$ cat src/rtl/ahb_slave_interface.sv
// AHB front end of the AHB-to-APB bridge: qualifies transfers, decodes slave, pipelines addr/data, answers unmapped accesses with ERROR.
// Latency: valid/tempselx combinational in the address phase; Haddr1/Hwdata1/Hwritereg one cycle later; ERROR starts the cycle after.
// Backpressure: pipeline registers advance only while Hreadyin=1; the first ERROR cycle pulls Hready_err low to stall the master.
module ahb_slave_interface #(
   parameter logic [31:0] BASE0       = 32'h8000_0000,
   parameter logic [31:0] BASE1       = 32'h8400_0000,
   parameter logic [31:0] BASE2       = 32'h8800_0000,
   parameter int          REGION_BITS = 26,
   parameter int          ERRCNT_W    = 8
) (
   input  logic                Hclk,
   input  logic                Hreset,
   input  logic                Hwrite,
   input  logic                Hreadyin,
   input  logic [1:0]          Htrans,
   input  logic [31:0]         Haddr,
   input  logic [31:0]         Hwdata,
   input  logic [31:0]         Prdata,
   output logic                valid,
   output logic [2:0]          tempselx,
   output logic [31:0]         Haddr1,
   output logic [31:0]         Haddr2,
   output logic [31:0]         Hwdata1,
   output logic [31:0]         Hwdata2,
   output logic                Hwritereg,
   output logic [31:0]         Hrdata,
   output logic [1:0]          Hresp,
   output logic                Hready_err,
   output logic [ERRCNT_W-1:0] err_cnt
);

   typedef enum logic [1:0] {
      E_IDLE = 2'd0,
      E_ERR1 = 2'd1,
      E_ERR2 = 2'd2
   } err_state_t;

   localparam logic [ERRCNT_W-1:0] CNT_ONE = {{(ERRCNT_W-1){1'b0}}, 1'b1};

   err_state_t          err_state_q, err_state_d;
   logic [ERRCNT_W-1:0] err_cnt_q, err_cnt_d;
   logic [31:0]         haddr1_q, haddr1_d, haddr2_q, haddr2_d;
   logic [31:0]         hwdata1_q, hwdata1_d, hwdata2_q, hwdata2_d;
   logic                hwritereg_q, hwritereg_d;
   logic                active;
   logic                unmapped;
   // HTRANS[0] only separates IDLE/BUSY and NONSEQ/SEQ, which are treated alike here.
   logic                unused_htrans0;

   assign unused_htrans0 = Htrans[0];

   // Region decode on the upper address bits: each region is 2^REGION_BITS bytes starting at its base.
   always_comb begin
      tempselx = 3'b000;
      if (Haddr[31:REGION_BITS] == BASE0[31:REGION_BITS])
         tempselx = 3'b001;
      else if (Haddr[31:REGION_BITS] == BASE1[31:REGION_BITS])
         tempselx = 3'b010;
      else if (Haddr[31:REGION_BITS] == BASE2[31:REGION_BITS])
         tempselx = 3'b100;
   end

   // NONSEQ/SEQ with the bus ready is a real transfer; valid is suppressed while an error is being answered.
   always_comb begin
      active   = Hreadyin & Htrans[1];
      unmapped = active & (tempselx == 3'b000);
      valid    = active & (tempselx != 3'b000) & (err_state_q == E_IDLE) & ~Hreset;
   end

   // Address/data/direction pipeline advances only on accepted bus cycles.
   always_comb begin
      haddr1_d    = haddr1_q;
      haddr2_d    = haddr2_q;
      hwdata1_d   = hwdata1_q;
      hwdata2_d   = hwdata2_q;
      hwritereg_d = hwritereg_q;
      if (Hreadyin) begin
         haddr1_d    = Haddr;
         haddr2_d    = haddr1_q;
         hwdata1_d   = Hwdata;
         hwdata2_d   = hwdata1_q;
         hwritereg_d = Hwrite;
      end
   end

   // Error sequencer: an unmapped transfer in E_IDLE starts the two-cycle ERROR; one seen in E_ERR2 is dropped.
   always_comb begin
      err_state_d = err_state_q;
      err_cnt_d   = err_cnt_q;
      case (err_state_q)
         E_IDLE: begin
            if (unmapped) begin
               err_state_d = E_ERR1;
               if (err_cnt_q != {ERRCNT_W{1'b1}})
                  err_cnt_d = err_cnt_q + CNT_ONE;
            end
         end
         E_ERR1:  err_state_d = E_ERR2;
         E_ERR2:  err_state_d = E_IDLE;
         default: err_state_d = E_IDLE;
      endcase
   end

   // Response outputs come only from the registered state, keeping Haddr off the HRESP/HREADY path.
   always_comb begin
      Hresp      = 2'b00;
      Hready_err = 1'b1;
      case (err_state_q)
         E_ERR1: begin
            Hresp      = 2'b01;
            Hready_err = 1'b0;
         end
         E_ERR2:  Hresp = 2'b01;
         default: ;
      endcase
   end

   // State registers; reset clears everything, including an error in flight.
   always_ff @(posedge Hclk or posedge Hreset) begin
      if (Hreset) begin
         err_state_q <= E_IDLE;
         err_cnt_q   <= '0;
         haddr1_q    <= '0;
         haddr2_q    <= '0;
         hwdata1_q   <= '0;
         hwdata2_q   <= '0;
         hwritereg_q <= 1'b0;
      end else begin
         err_state_q <= err_state_d;
         err_cnt_q   <= err_cnt_d;
         haddr1_q    <= haddr1_d;
         haddr2_q    <= haddr2_d;
         hwdata1_q   <= hwdata1_d;
         hwdata2_q   <= hwdata2_d;
         hwritereg_q <= hwritereg_d;
      end
   end

   assign Haddr1    = haddr1_q;
   assign Haddr2    = haddr2_q;
   assign Hwdata1   = hwdata1_q;
   assign Hwdata2   = hwdata2_q;
   assign Hwritereg = hwritereg_q;
   assign err_cnt   = err_cnt_q;
   assign Hrdata    = Prdata;

endmodule

$ cat config.mk
export PLATFORM = sky130hd
export DESIGN_NAME = ahb_slave_interface
export DESIGN_NICKNAME = d
export VERILOG_FILES = /design/src/rtl/ahb_slave_interface.sv
export SDC_FILE = /design/constraint.sdc
export NUM_CORES = 1
export LEC_CHECK = 0
export ABC_AREA = 1
export CAP_MARGIN = 20
export CORE_ASPECT_RATIO = 1.2
export CORE_MARGIN = 2
export CORE_UTILIZATION = 37
export DETAILED_ROUTE_END_ITERATION = 8
export GPL_ROUTABILITY_DRIVEN = 0
export PLACE_DENSITY_LB_ADDON = 0.1
export REMOVE_ABC_BUFFERS = 1
export SLEW_MARGIN = 5
export SYNTH_ARGS = -nofsm -noshare
export SYNTH_HDL_FRONTEND = slang
export SYNTH_SLANG_ARGS = --single-unit
$ cat constraint.sdc
create_clock -name Hclk -period 4.4 [get_ports Hclk]
set_clock_uncertainty 0.15 [all_clocks]
set_input_delay 0.88 -clock Hclk [delete_from_list [all_inputs] [get_ports Hclk]]
set_output_delay 0.88 -clock Hclk [all_outputs]
set_load 0.02 [all_outputs]
==> impl_table.tex, run 1 <==
\begin{tabular}{lr}
\hline
Metric & Value \\
\hline
\multicolumn{2}{l}{\textbf{Routing}} \\
\quad Initial DRC Count & 320 \\
\quad Number of nets still failing antenna checks after routing & 0 \\
\quad Per-cell via count in the routed design & between 4 and 5 \\
\quad Total via count in the routed design & between 4000 and 5000 \\
\quad Detailed Route WL & 15300 um \\
\quad Number of search-and-repair iterations in the first detailed-routing pass & 4 \\
\quad Avg WL per Cell & between 15 and 20 um \\
\quad Number of design rule violations left after detail routing & 0 \\
\multicolumn{2}{l}{\textbf{Clock network}} \\
\quad Resized cells post-CTS & 0 \\
\quad Post CTS Setup Buffer Count & 0 \\
\quad Cts bufs inserted & 17 \\
\quad Hold-fix buffers, CTS & 0 \\
\quad Clock Tree Root & sky130\_fd\_sc\_hd\_\_clkbuf\_16 \\
\quad Clock Tree Buf Depth & 2 \\
\quad Insertion delay to the later sink of the worst-skew pair & between 400 and 500 ps \\
\quad H-tree Lvls & 4 \\
\quad Sink count of the clock tree & 139 \\
\quad Clock tree from TritonCTS & built \\
\quad Worst-path clk slew & about 60 ps \\
\multicolumn{2}{l}{\textbf{Global routing}} \\
\quad Maximum number of pins on one net before global-route repair & roughly 260 \\
\quad Vias in the first global route & approximately 4500 \\
\quad Wire length of the first global-routing pass & $\sim$24000 um \\
\quad Number of antenna violations at the first check in global routing & 0 \\
\quad Overall routing resource usage & 0.192 \\
\quad Remaining global-route overflow & 0 \\
\multicolumn{2}{l}{\textbf{Die}} \\
\quad Die extent in y & roughly 140 um \\
\quad FP Rows & 49 \\
\quad Floorplan Core Area & around 15000 um\^{}2 \\
\quad Initial Util & 0.381 \\
\quad Area of the die & approximately 17000 um\^{}2 \\
\quad Horizontal extent of the die & 118 um \\
\quad Number of primary I/O pins & approximately 280 \\
\multicolumn{2}{l}{\textbf{Layout}} \\
\quad Layout cells sized above 1 & 0.0588 \\
\quad Final core utilization & 0.556 \\
\quad Synth-to-Final Area Change & 45.8\% \\
\quad Number of filler instances in the final layout & 1398 \\
\quad Post-layout nets & approximately 890 \\
\multicolumn{2}{l}{\textbf{Synthesis}} \\
\quad Cells after synthesis & $\sim$620 \\
\quad Synth Cell Area & between 5000 and 6000 um\^{}2 \\
\quad Number of warnings printed during yosys synthesis & 0 \\
\quad Post-synthesis sequential area ratio & 0.605 \\
\quad Number of library cell types mapped by synthesis & 26 \\
\quad Average footprint of a synthesized cell & slightly above 9 um\^{}2 \\
\quad Flops \& latches, synth & 139 \\
\multicolumn{2}{l}{\textbf{Pwr}} \\
\quad Part of the power in combinational logic & 0.225 \\
\quad Cell internal pwr & 2.80 mW \\
\quad Part of the power in the clock network & 0.388 \\
\quad Flop pwr share & 0.387 \\
\quad Leakage power summed over all cells & around 3.8 nW \\
\quad Power density cells & about 470 nW/um\^{}2 \\
\quad Switching pwr & approximately 1.1 mW \\
\quad Maximum resistive drop on vdd & between 0.2 and 0.25 mV \\
\quad Switching share of total power & 0.287 \\
\multicolumn{2}{l}{\textbf{Critical path}} \\
\quad Worst setup SP type & primary input \\
\quad Setup slack of the most critical reg-to-reg path & about 2800 ps \\
\quad Arr. time, crit path & 2480 ps \\
\quad Ordered cell list for the critical path & clkdlybuf4s50\_1 > nor2\_1 > nand3\_2 > nor4\_1 > clkdlybuf4s50\_1 \\
\quad Cell mode on critical path & sky130\_fd\_sc\_hd\_\_clkdlybuf4s50\_1 \\
\quad Data required time of the critical path & between 3000 and 4000 ps \\
\quad Kind of capture point of the worst setup path & output port \\
\quad Standard cell with the maximum stage delay on the critical path & sky130\_fd\_sc\_hd\_\_clkdlybuf4s50\_1 \\
\quad Critical path peak fanout & 2 \\
\quad CP max stage delay & roughly 650 ps \\
\quad Startpoint-to-endpoint class of the critical path & in2out \\
\multicolumn{2}{l}{\textbf{STA}} \\
\quad RSZ-0062 raised after global routing & false \\
\quad Post-layout minimum cycle time & $\sim$3500 ps \\
\quad Upper clock frequency limit & approximately 0.28 GHz \\
\quad Number of setup violations in the final report & 0 \\
\quad Worst hold slack & around 370 ps \\
\quad Final count of pins violating max slew & 0 \\
\quad Worst-margin pin slew & $\sim$940 ps \\
\quad Ratio of final minimum period to clock period & 0.798 \\
\quad Number of hold violations in the final report & 0 \\
\quad Rel. slew slack & 0.375 \\
\multicolumn{2}{l}{\textbf{Place}} \\
\quad IO Port Bufs & between 200 and 250 \\
\quad Hpwl dp & around 11000 um \\
\multicolumn{2}{l}{\textbf{Hold path}} \\
\quad Type of the worst min-delay path & reg2reg \\
\multicolumn{2}{l}{\textbf{Job}} \\
\quad Number of max-cap violations & 0 \\
\multicolumn{2}{l}{\textbf{Status}} \\
\quad Run status & finished, final reports clean \\
\hline
\end{tabular}
stage by stage:
step	setup WS, ps	total power [mW]	instances	TNS (ps)	area [um^2]
3_5_place_dp	848	2.43	971	0	7740
4_1_cts	847	3.97	1003	0	8380
5_1_grt	752	4.11	1003	0	8380
6_report	890	3.92	1004	0	8380
3_3_place_gp	933	2.41	971	0	7740
2_1_floorplan	-355	1.95	554	-49280	5330
Yosys cell counts:
cell type	number	area (um^2)
sky130_fd_sc_hd__dfrtp_1	139	3480
sky130_fd_sc_hd__nand2_1	108	405
sky130_fd_sc_hd__inv_1	81	304
sky130_fd_sc_hd__nor2_1	67	251
sky130_fd_sc_hd__a21oi_1	64	320
sky130_fd_sc_hd__o21ai_0	64	320
sky130_fd_sc_hd__buf_4	37	278
sky130_fd_sc_hd__buf_2	20	100
sky130_fd_sc_hd__ha_1	5	62.6
sky130_fd_sc_hd__buf_6	3	33.8
sky130_fd_sc_hd__nand2_2	3	18.8
sky130_fd_sc_hd__nor2_2	3	18.8
sky130_fd_sc_hd__xor2_1	3	26.3
sky130_fd_sc_hd__buf_1	2	7.51
sky130_fd_sc_hd__nand3_1	2	10.0
sky130_fd_sc_hd__nand4_1	2	12.5
sky130_fd_sc_hd__nor2_4	2	22.5
sky130_fd_sc_hd__nor3_1	2	10.0
sky130_fd_sc_hd__o21ai_1	2	10.0
sky130_fd_sc_hd__a21oi_2	1	8.76
sky130_fd_sc_hd__conb_1	1	3.75
sky130_fd_sc_hd__mux2_2	1	11.3
sky130_fd_sc_hd__nand2_4	1	11.3
sky130_fd_sc_hd__nand3_2	1	10.0
sky130_fd_sc_hd__nand3b_1	1	7.51
sky130_fd_sc_hd__nor4_1	1	6.26
metal layers:
metal | GRT usage | routed length (um) | vias up
met5 | 0.0446 | 76 | -
li1 | - | - | 2232
met3 | 0.107 | 1670 | 23
met1 | 0.225 | 6220 | 2068
met2 | 0.287 | 6980 | 184
met4 | 0.0799 | 312 | 2
critical path: cells and delay by family:
family                 cells  cell delay (ps)
buffers and inverters      2             1070
and+or+nand+nor            3              540
cells in the final DEF, fill, tap and decap left out, drive strengths merged:
| cell | count |
|---|---|
| buf | 3 |
| conb | 1 |
| nand4 | 2 |
| clkinvlp | 3 |
| inv | 82 |
| nor4 | 1 |
| nor2 | 72 |
| diode | 1 |
| bufinv | 4 |
| nand3b | 1 |
| ha | 5 |
| clkinv | 5 |
| nor3 | 2 |
| mux2 | 1 |
| xor2 | 3 |
| nand2 | 112 |
| a21oi | 65 |
| o21ai | 66 |
| nand3 | 3 |
| dfrtp | 139 |
| clkbuf | 19 |
| clkdlybuf4s50 | 210 |
power by group through the flow:
stage                     clock [mW]  combinational (mW)  sequential, mW
after global placement             0               0.876            1.53
after global routing            1.61               0.964            1.54
final                           1.52               0.883            1.52
after CTS                       1.55               0.898            1.52
after floorplan                    0               0.252            1.70
after detailed placement           0               0.893            1.54
final cells by class:
cell class | instances | area [um^2] | share of cell area
well taps | 204 | 255 | 0.0305
diodes | 1 | 2.50 | 0.000299
inverters | 81 | 309 | 0.0369
clock buffers | 19 | 443 | 0.0529
multi-input cells | 334 | 1550 | 0.185
clock inverters | 13 | 191 | 0.0228
repair buffers | 213 | 2150 | 0.257
flip-flops and latches | 139 | 3480 | 0.415
final timing paths:
check,from,to,cells after the start
max,Haddr[29],valid,5
max in group asynchronous,Hreset,err_cnt[2],3
min reg2reg,Hwritereg,Hwritereg,1
min,Hwritereg,Hwritereg,1
max reg2reg,err_cnt[0],err_cnt[6],8
min in group asynchronous,Hreset,Haddr1[30],2
cells by family after synthesis:
family / after synthesis / synth area share
xor gates and xnor gates: 3 / 0.00457
and+or+nand+nor: 193 / 0.136
other: 1 / 0.000652
buffers and inverters: 143 / 0.126
AOI/OAI and AO/OA: 131 / 0.115
adders and majority gates: 5 / 0.0109
DFF: 139 / 0.605
muxes: 1 / 0.00196
sequential cells by signal, summed over array words and instances, names as in the netlist:
signal       cells
Haddr2          32
Hwdata1         32
err_state_q      2
Hwdata2         32
Haddr1          32
Hwritereg        1
err_cnt          8
No activity file was read; power rests on OpenSTA's default activity.
==> inputs of run 2 (changes only) <==
--- a/config.mk
+++ b/config.mk
@@ -9,7 +9,7 @@
 export CAP_MARGIN = 20
 export CORE_ASPECT_RATIO = 1.2
 export CORE_MARGIN = 2
-export CORE_UTILIZATION = 37
+export CORE_UTILIZATION = 41
 export DETAILED_ROUTE_END_ITERATION = 8
 export GPL_ROUTABILITY_DRIVEN = 0
 export PLACE_DENSITY_LB_ADDON = 0.1
==> constraint.sdc (replaced) <==
create_clock -name Hclk -period 3.3 [get_ports Hclk]
set_clock_uncertainty 0.15 [all_clocks]
set_input_delay 0.66 -clock Hclk [delete_from_list [all_inputs] [get_ports Hclk]]
set_output_delay 0.66 -clock Hclk [all_outputs]
set_load 0.02 [all_outputs]
==> impl_table.tex, run 2 (synthesis gave the netlist of run 1 again) <==
\begin{tabular}{lr}
\hline
Metric & Value \\
\hline
\multicolumn{2}{l}{\textbf{Status}} \\
\quad Run status & finished, final reports clean \\
\multicolumn{2}{l}{\textbf{Critical path}} \\
\quad Arr. time, crit path & 2270 ps \\
\quad Startpoint-to-endpoint class of the critical path & in2out \\
\quad Worst R2R Start & err\_cnt[0] \\
\quad Kind of capture point of the worst setup path & output port \\
\quad Reg-to-reg endpoint & err\_cnt[6] \\
\quad Standard cell with the maximum stage delay on the critical path & sky130\_fd\_sc\_hd\_\_clkdlybuf4s50\_1 \\
\quad Worst setup SP type & primary input \\
\quad Ordered cell list for the critical path & clkdlybuf4s50\_1 > inv\_1 > nor2\_2 > nand3\_2 > nor4\_1 > clkdlybuf4s50\_1 \\
\quad Setup slack of the most critical reg-to-reg path & approximately 1700 ps \\
\quad CP max stage delay & approximately 660 ps \\
\quad Worst R2R Path Depth & 8 \\
\quad Critical path peak fanout & 2 \\
\quad Data required time of the critical path & between 2000 and 2500 ps \\
\quad Cell mode on critical path & sky130\_fd\_sc\_hd\_\_clkdlybuf4s50\_1 \\
\multicolumn{2}{l}{\textbf{Hold path}} \\
\quad Hold wc startpoint & Hwritereg \\
\quad Endpoint of the worst hold path & Hwritereg \\
\quad Hold depth & 1 \\
\quad Type of the worst min-delay path & reg2reg \\
\multicolumn{2}{l}{\textbf{Routing}} \\
\quad Avg WL per Cell & approximately 16 um \\
\quad Detailed Route WL & between 15000 and 20000 um \\
\quad Total via count in the routed design & about 4600 \\
\quad Number of nets still failing antenna checks after routing & 0 \\
\quad Number of search-and-repair iterations in the first detailed-routing pass & 4 \\
\quad Initial DRC Count & about 210 \\
\quad Per-cell via count in the routed design & between 4 and 5 \\
\quad Number of design rule violations left after detail routing & 0 \\
\multicolumn{2}{l}{\textbf{STA}} \\
\quad Post-layout minimum cycle time & between 3000 and 4000 ps \\
\quad Worst-margin pin slew & 944 ps \\
\quad Number of hold violations in the final report & 0 \\
\quad Upper clock frequency limit & $\sim$0.33 GHz \\
\quad RSZ-0062 raised after global routing & false \\
\quad Worst setup margin & between 200 and 250 ps \\
\quad Final count of pins violating max slew & 0 \\
\quad Number of setup violations in the final report & 0 \\
\quad Rel. slew slack & 0.371 \\
\quad Ratio of final minimum period to clock period & 0.932 \\
\multicolumn{2}{l}{\textbf{Layout}} \\
\quad Post-layout nets & just under 900 \\
\quad Synth-to-Final Area Change & 43.9\% \\
\quad Layout cells sized above 1 & 0.0551 \\
\quad Number of filler instances in the final layout & 1228 \\
\quad Post-route non-filler standard cell count & 970 \\
\quad Most frequent standard cell in the layout excluding fill and tap cells & sky130\_fd\_sc\_hd\_\_clkdlybuf4s50\_1 \\
\quad Most frequent cells in the layout & sky130\_fd\_sc\_hd\_\_clkdlybuf4s50\_1, sky130\_fd\_sc\_hd\_\_dfrtp\_1, sky130\_fd\_sc\_hd\_\_nand2\_1 \\
\quad Antenna diode count & 0 \\
\multicolumn{2}{l}{\textbf{Die}} \\
\quad Horizontal extent of the die & approximately 110 um \\
\quad Number of primary I/O pins & 278 \\
\quad Die extent in y & between 100 and 150 um \\
\quad Initial Util & 0.418 \\
\quad FP Rows & 47 \\
\quad Area of the die & around 15000 um\^{}2 \\
\quad Floorplan Core Area & 13800 um\^{}2 \\
\multicolumn{2}{l}{\textbf{Clock network}} \\
\quad Clock tree from TritonCTS & built \\
\quad Resized cells post-CTS & 0 \\
\quad Post CTS Setup Buffer Count & 0 \\
\quad Clock Tree Root & sky130\_fd\_sc\_hd\_\_clkbuf\_16 \\
\quad Insertion delay to the later sink of the worst-skew pair & roughly 410 ps \\
\quad Cts bufs inserted & 17 \\
\quad Sink count of the clock tree & about 140 \\
\quad H-tree Lvls & 4 \\
\quad Hold-fix buffers, CTS & 0 \\
\quad Worst-path clk slew & $\sim$50 ps \\
\quad Clock Tree Buf Depth & 2 \\
\multicolumn{2}{l}{\textbf{Place}} \\
\quad Post-placement setup slack & $\sim$210 ps \\
\quad Hpwl dp & about 11000 um \\
\quad IO Port Bufs & 211 \\
\quad Post-placement cell count & 939 \\
\multicolumn{2}{l}{\textbf{Pwr}} \\
\quad Maximum resistive drop on vdd & between 0.3 and 0.4 mV \\
\quad Power density cells & 600 nW/um\^{}2 \\
\quad Leakage power summed over all cells & around 3.8 nW \\
\multicolumn{2}{l}{\textbf{Global routing}} \\
\quad Wire length of the first global-routing pass & between 20000 and 25000 um \\
\quad Vias in the first global route & 4529 \\
\quad Remaining global-route overflow & 0 \\
\quad Overall routing resource usage & 0.211 \\
\quad Maximum number of pins on one net before global-route repair & about 260 \\
\quad Number of antenna violations at the first check in global routing & 0 \\
\multicolumn{2}{l}{\textbf{Job}} \\
\quad Number of max-cap violations & 0 \\
\hline
\end{tabular}
[run 2: cell types whose count changed in the layout (fill, tap and decap cells not counted)]
cell                         delta
sky130_fd_sc_hd__bufinv_16      -3
sky130_fd_sc_hd__clkbuf_1       +3
sky130_fd_sc_hd__clkinv_2       +3
sky130_fd_sc_hd__clkinv_4       -3
sky130_fd_sc_hd__clkbuf_8       +2
sky130_fd_sc_hd__clkinvlp_4     -2
sky130_fd_sc_hd__buf_12         +1
sky130_fd_sc_hd__diode_2        -1
sky130_fd_sc_hd__inv_6          -1
[run 2: layer usage]
metal | vias up | part of all wire | track usage
met3 | 21 | 0.11 | 0.113
met2 | 209 | 0.46 | 0.310
li1 | 2217 | - | -
met1 | 2127 | 0.41 | 0.257
met4 | 2 | 0.020 | 0.0840
met5 | - | 0.0051 | 0.0467
[run 2: layout make-up]
| cell class | count | area, um^2 | area share |
|---|---|---|---|
| clock buffers | 24 | 482 | 0.0582 |
| clock inverters | 7 | 66.3 | 0.00802 |
| inverters | 81 | 309 | 0.0374 |
| multi-input cells | 334 | 1550 | 0.187 |
| flip-flops and latches | 139 | 3480 | 0.421 |
| well taps | 171 | 214 | 0.0259 |
| repair buffers | 214 | 2170 | 0.263 |
[run 2: worst max-delay path by stage]
stage	start	to	slack (ps)
finish	Haddr[31]	valid	220
global route	Haddr[31]	valid	150
CTS	Haddr[31]	valid	220
detailed placement	Haddr[31]	valid	210
global placement	Haddr[31]	valid	250
floorplan	Hreset	Haddr1[0]	-1230
[run 2: where the power goes]
| group | switching (mW) | internal, mW | total (mW) | leakage, nW |
|---|---|---|---|---|
| clock network | 0.662 | 1.09 | 1.75 | 0.270 |
| registers | 0.126 | 1.90 | 2.03 | 1.65 |
| logic | 0.646 | 0.541 | 1.19 | 1.87 |
| total | 1.43 | 3.53 | 4.96 | 3.80 |
[run 2: per-stage QoR]
stage / hold WS [ps] / setup TNS [ps] / power (mW) / area, um^2 / utilization
final: 357 / 0 / 4.96 / 8270 / 0.601
after global routing: 387 / 0 / 5.22 / 8270 / 0.601
after CTS: 363 / 0 / 5.03 / 8270 / 0.601
after detailed placement: 350 / 0 / 3.25 / 7720 / 0.561
after global placement: 340 / 0 / 3.22 / 7720 / 0.561
after floorplan: 382 / -171600 / 2.61 / 5330 / -
[run 2: critical path, delay by kind of cell]
family                 cells  cell delay [ps]
buffers and inverters      3             1190
and+or+nand+nor            3              410
==> inputs of run 3 (changes only) <==
--- a/config.mk
+++ b/config.mk
@@ -7,11 +7,12 @@
 export LEC_CHECK = 0
 export ABC_AREA = 1
 export CAP_MARGIN = 20
-export CORE_ASPECT_RATIO = 1.2
+export CORE_ASPECT_RATIO = 0.7
 export CORE_MARGIN = 2
 export CORE_UTILIZATION = 41
 export DETAILED_ROUTE_END_ITERATION = 8
 export GPL_ROUTABILITY_DRIVEN = 0
+export HOLD_SLACK_MARGIN = 0.15
 export PLACE_DENSITY_LB_ADDON = 0.1
 export REMOVE_ABC_BUFFERS = 1
 export SLEW_MARGIN = 5
==> impl_table.tex, run 3 (synthesis gave the netlist of run 1 again) <==
\begin{tabular}{lr}
\hline
Metric & Value \\
\hline
\multicolumn{2}{l}{\textbf{Critical path}} \\
\quad Crit path buf inv count & 3 \\
\quad CP max stage delay & between 600 and 700 ps \\
\quad Ordered cell list for the critical path & clkdlybuf4s50\_1 > inv\_1 > nor2\_2 > nand3\_2 > nor4\_1 > clkdlybuf4s50\_1 \\
\quad Critical path peak fanout & 2 \\
\quad Worst R2R Path Depth & 8 \\
\quad Reg-to-reg endpoint & err\_cnt[5] \\
\quad Standard cell with the maximum stage delay on the critical path & sky130\_fd\_sc\_hd\_\_clkdlybuf4s50\_1 \\
\quad Data required time of the critical path & $\sim$2500 ps \\
\quad Arr. time, crit path & 2240 ps \\
\quad Worst setup SP type & primary input \\
\quad Largest delay contributor family on the critical path & buffers and inverters \\
\quad Startpoint-to-endpoint class of the critical path & in2out \\
\quad Kind of capture point of the worst setup path & output port \\
\quad Setup slack of the most critical reg-to-reg path & 1710 ps \\
\quad Cell mode on critical path & sky130\_fd\_sc\_hd\_\_clkdlybuf4s50\_1 \\
\quad Worst R2R Start & err\_cnt[0] \\
\multicolumn{2}{l}{\textbf{Clock network}} \\
\quad Worst-path clk slew & $\sim$60 ps \\
\quad Insertion delay to the later sink of the worst-skew pair & between 400 and 500 ps \\
\quad Clock Tree Root & sky130\_fd\_sc\_hd\_\_clkbuf\_16 \\
\quad Cts bufs inserted & 17 \\
\quad H-tree Lvls & 4 \\
\quad Post CTS Setup Buffer Count & 0 \\
\quad Hold-fix buffers, CTS & 0 \\
\quad Resized cells post-CTS & 0 \\
\quad Sink count of the clock tree & 139 \\
\quad Clock Tree Buf Depth & 2 \\
\quad Clock tree from TritonCTS & built \\
\multicolumn{2}{l}{\textbf{STA}} \\
\quad Worst-margin pin slew & roughly 1000 ps \\
\quad Number of setup violations in the final report & 0 \\
\quad Upper clock frequency limit & $\sim$0.33 GHz \\
\quad Ratio of final minimum period to clock period & 0.924 \\
\quad Post-layout minimum cycle time & approximately 3000 ps \\
\quad Number of hold violations in the final report & 0 \\
\quad Final count of pins violating max slew & 0 \\
\quad Worst hold slack & 355 ps \\
\quad Rel. slew slack & 0.325 \\
\quad RSZ-0062 raised after global routing & false \\
\multicolumn{2}{l}{\textbf{Die}} \\
\quad FP Rows & 36 \\
\quad Die extent in y & a little over 100 um \\
\quad Floorplan Core Area & between 10000 and 15000 um\^{}2 \\
\quad Initial Util & 0.416 \\
\quad Number of primary I/O pins & 278 \\
\quad Horizontal extent of the die & 146 um \\
\quad Area of the die & 15000 um\^{}2 \\
\multicolumn{2}{l}{\textbf{Layout}} \\
\quad Number of filler instances in the final layout & between 1000 and 1500 \\
\quad Layout cells sized above 1 & 0.0612 \\
\quad Post-layout nets & a little under 900 \\
\quad Register area & about 3500 um\^{}2 \\
\quad Total non-filler cell area in the finished layout & 8330 um\^{}2 \\
\quad Synth-to-Final Area Change & 44.9\% \\
\quad Most frequent standard cell in the layout excluding fill and tap cells & sky130\_fd\_sc\_hd\_\_clkdlybuf4s50\_1 \\
\quad Most frequent cells in the layout & sky130\_fd\_sc\_hd\_\_clkdlybuf4s50\_1, sky130\_fd\_sc\_hd\_\_dfrtp\_1, sky130\_fd\_sc\_hd\_\_nand2\_1 \\
\quad Post-route non-filler standard cell count & between 900 and 1000 \\
\quad Area of the multi-input gates & roughly 1500 um\^{}2 \\
\quad Antenna diode count & 0 \\
\quad Final core utilization & 0.602 \\
\multicolumn{2}{l}{\textbf{Global routing}} \\
\quad Overall routing resource usage & 0.205 \\
\quad Vias in the first global route & about 4400 \\
\quad Remaining global-route overflow & 0 \\
\quad Wire length of the first global-routing pass & 23500 um \\
\quad Maximum number of pins on one net before global-route repair & approximately 260 \\
\quad Number of antenna violations at the first check in global routing & 0 \\
\multicolumn{2}{l}{\textbf{Hold path}} \\
\quad Hold depth & 1 \\
\quad Hold wc startpoint & Hwritereg \\
\quad Endpoint of the worst hold path & Hwritereg \\
\quad Type of the worst min-delay path & reg2reg \\
\multicolumn{2}{l}{\textbf{Place}} \\
\quad Post-placement cell count & around 960 \\
\quad IO Port Bufs & approximately 210 \\
\quad Dpl cell area & 7740 um\^{}2 \\
\quad Hpwl dp & approximately 11000 um \\
\multicolumn{2}{l}{\textbf{Routing}} \\
\quad Initial DRC Count & around 130 \\
\quad Detailed Route WL & about 15000 um \\
\quad Number of search-and-repair iterations in the first detailed-routing pass & 5 \\
\quad Per-cell via count in the routed design & between 4 and 5 \\
\quad Total via count in the routed design & 4606 \\
\quad Avg WL per Cell & 15.1 um \\
\quad Number of design rule violations left after detail routing & 0 \\
\quad Number of nets still failing antenna checks after routing & 0 \\
\multicolumn{2}{l}{\textbf{Job}} \\
\quad Number of max-cap violations & 0 \\
\multicolumn{2}{l}{\textbf{Pwr}} \\
\quad Leakage power summed over all cells & about 3.8 nW \\
\quad Maximum resistive drop on vdd & between 0.3 and 0.4 mV \\
\quad Power density cells & around 610 nW/um\^{}2 \\
\multicolumn{2}{l}{\textbf{Status}} \\
\quad Run status & finished, final reports clean \\
\hline
\end{tabular}
[run 3: stage by stage]
stage	TNS (ps)	setup slack, ps	total power [mW]
3_3_place_gp	0	245	3.22
4_1_cts	0	241	5.14
3_5_place_dp	0	266	3.25
5_1_grt	0	112	5.36
2_1_floorplan	-171600	-1230	2.61
6_report	0	252	5.08
[run 3: worst register-to-register path, stage by stage, from the launching register on]
cell,delay (ps)
sky130_fd_sc_hd__dfrtp_1,440
sky130_fd_sc_hd__ha_1,280
sky130_fd_sc_hd__inv_1,110
sky130_fd_sc_hd__nor2_4,60
sky130_fd_sc_hd__nand2_1,70
sky130_fd_sc_hd__nand2_2,60
sky130_fd_sc_hd__nor2_4,180
sky130_fd_sc_hd__nand2_1,100
sky130_fd_sc_hd__nand2_1,70
[run 3: power breakdown]
| group | switching, mW | internal (mW) |
|---|---|---|
| registers | 0.126 | 1.90 |
| logic | 0.648 | 0.539 |
| clock network | 0.695 | 1.17 |
[run 3: worst max path at each step]
stage / from / endpoint / slack (ps) / cells after the start
global route: Haddr[31] / valid / 110 / 6
CTS: Haddr[31] / valid / 240 / 6
global placement: Haddr[31] / valid / 250 / 6
finish: Haddr[31] / valid / 250 / 6
floorplan: Hreset / Haddr1[0] / -1230 / 1
detailed placement: Haddr[31] / valid / 270 / 6
[run 3: per-layer routing]
| metal | vias to the layer above | part of all wire | track usage | routed length, um |
|---|---|---|---|---|
| li1 | 2237 | - | - | - |
| met4 | 2 | 0.015 | 0.0709 | 225 |
| met1 | 2126 | 0.45 | 0.252 | 6700 |
| met2 | 223 | 0.39 | 0.276 | 5910 |
| met3 | 18 | 0.14 | 0.149 | 2120 |
| met5 | - | 0.0031 | 0.0344 | 47 |
[run 3: layout make-up]
type,count,share of cell area
Tap cell,190,0.0285
Inverter,81,0.0371
Clock buffer,21,0.0565
Multi-Input combinational cell,334,0.186
Timing Repair Buffer,215,0.260
Sequential cell,139,0.418
Clock inverter,11,0.0143
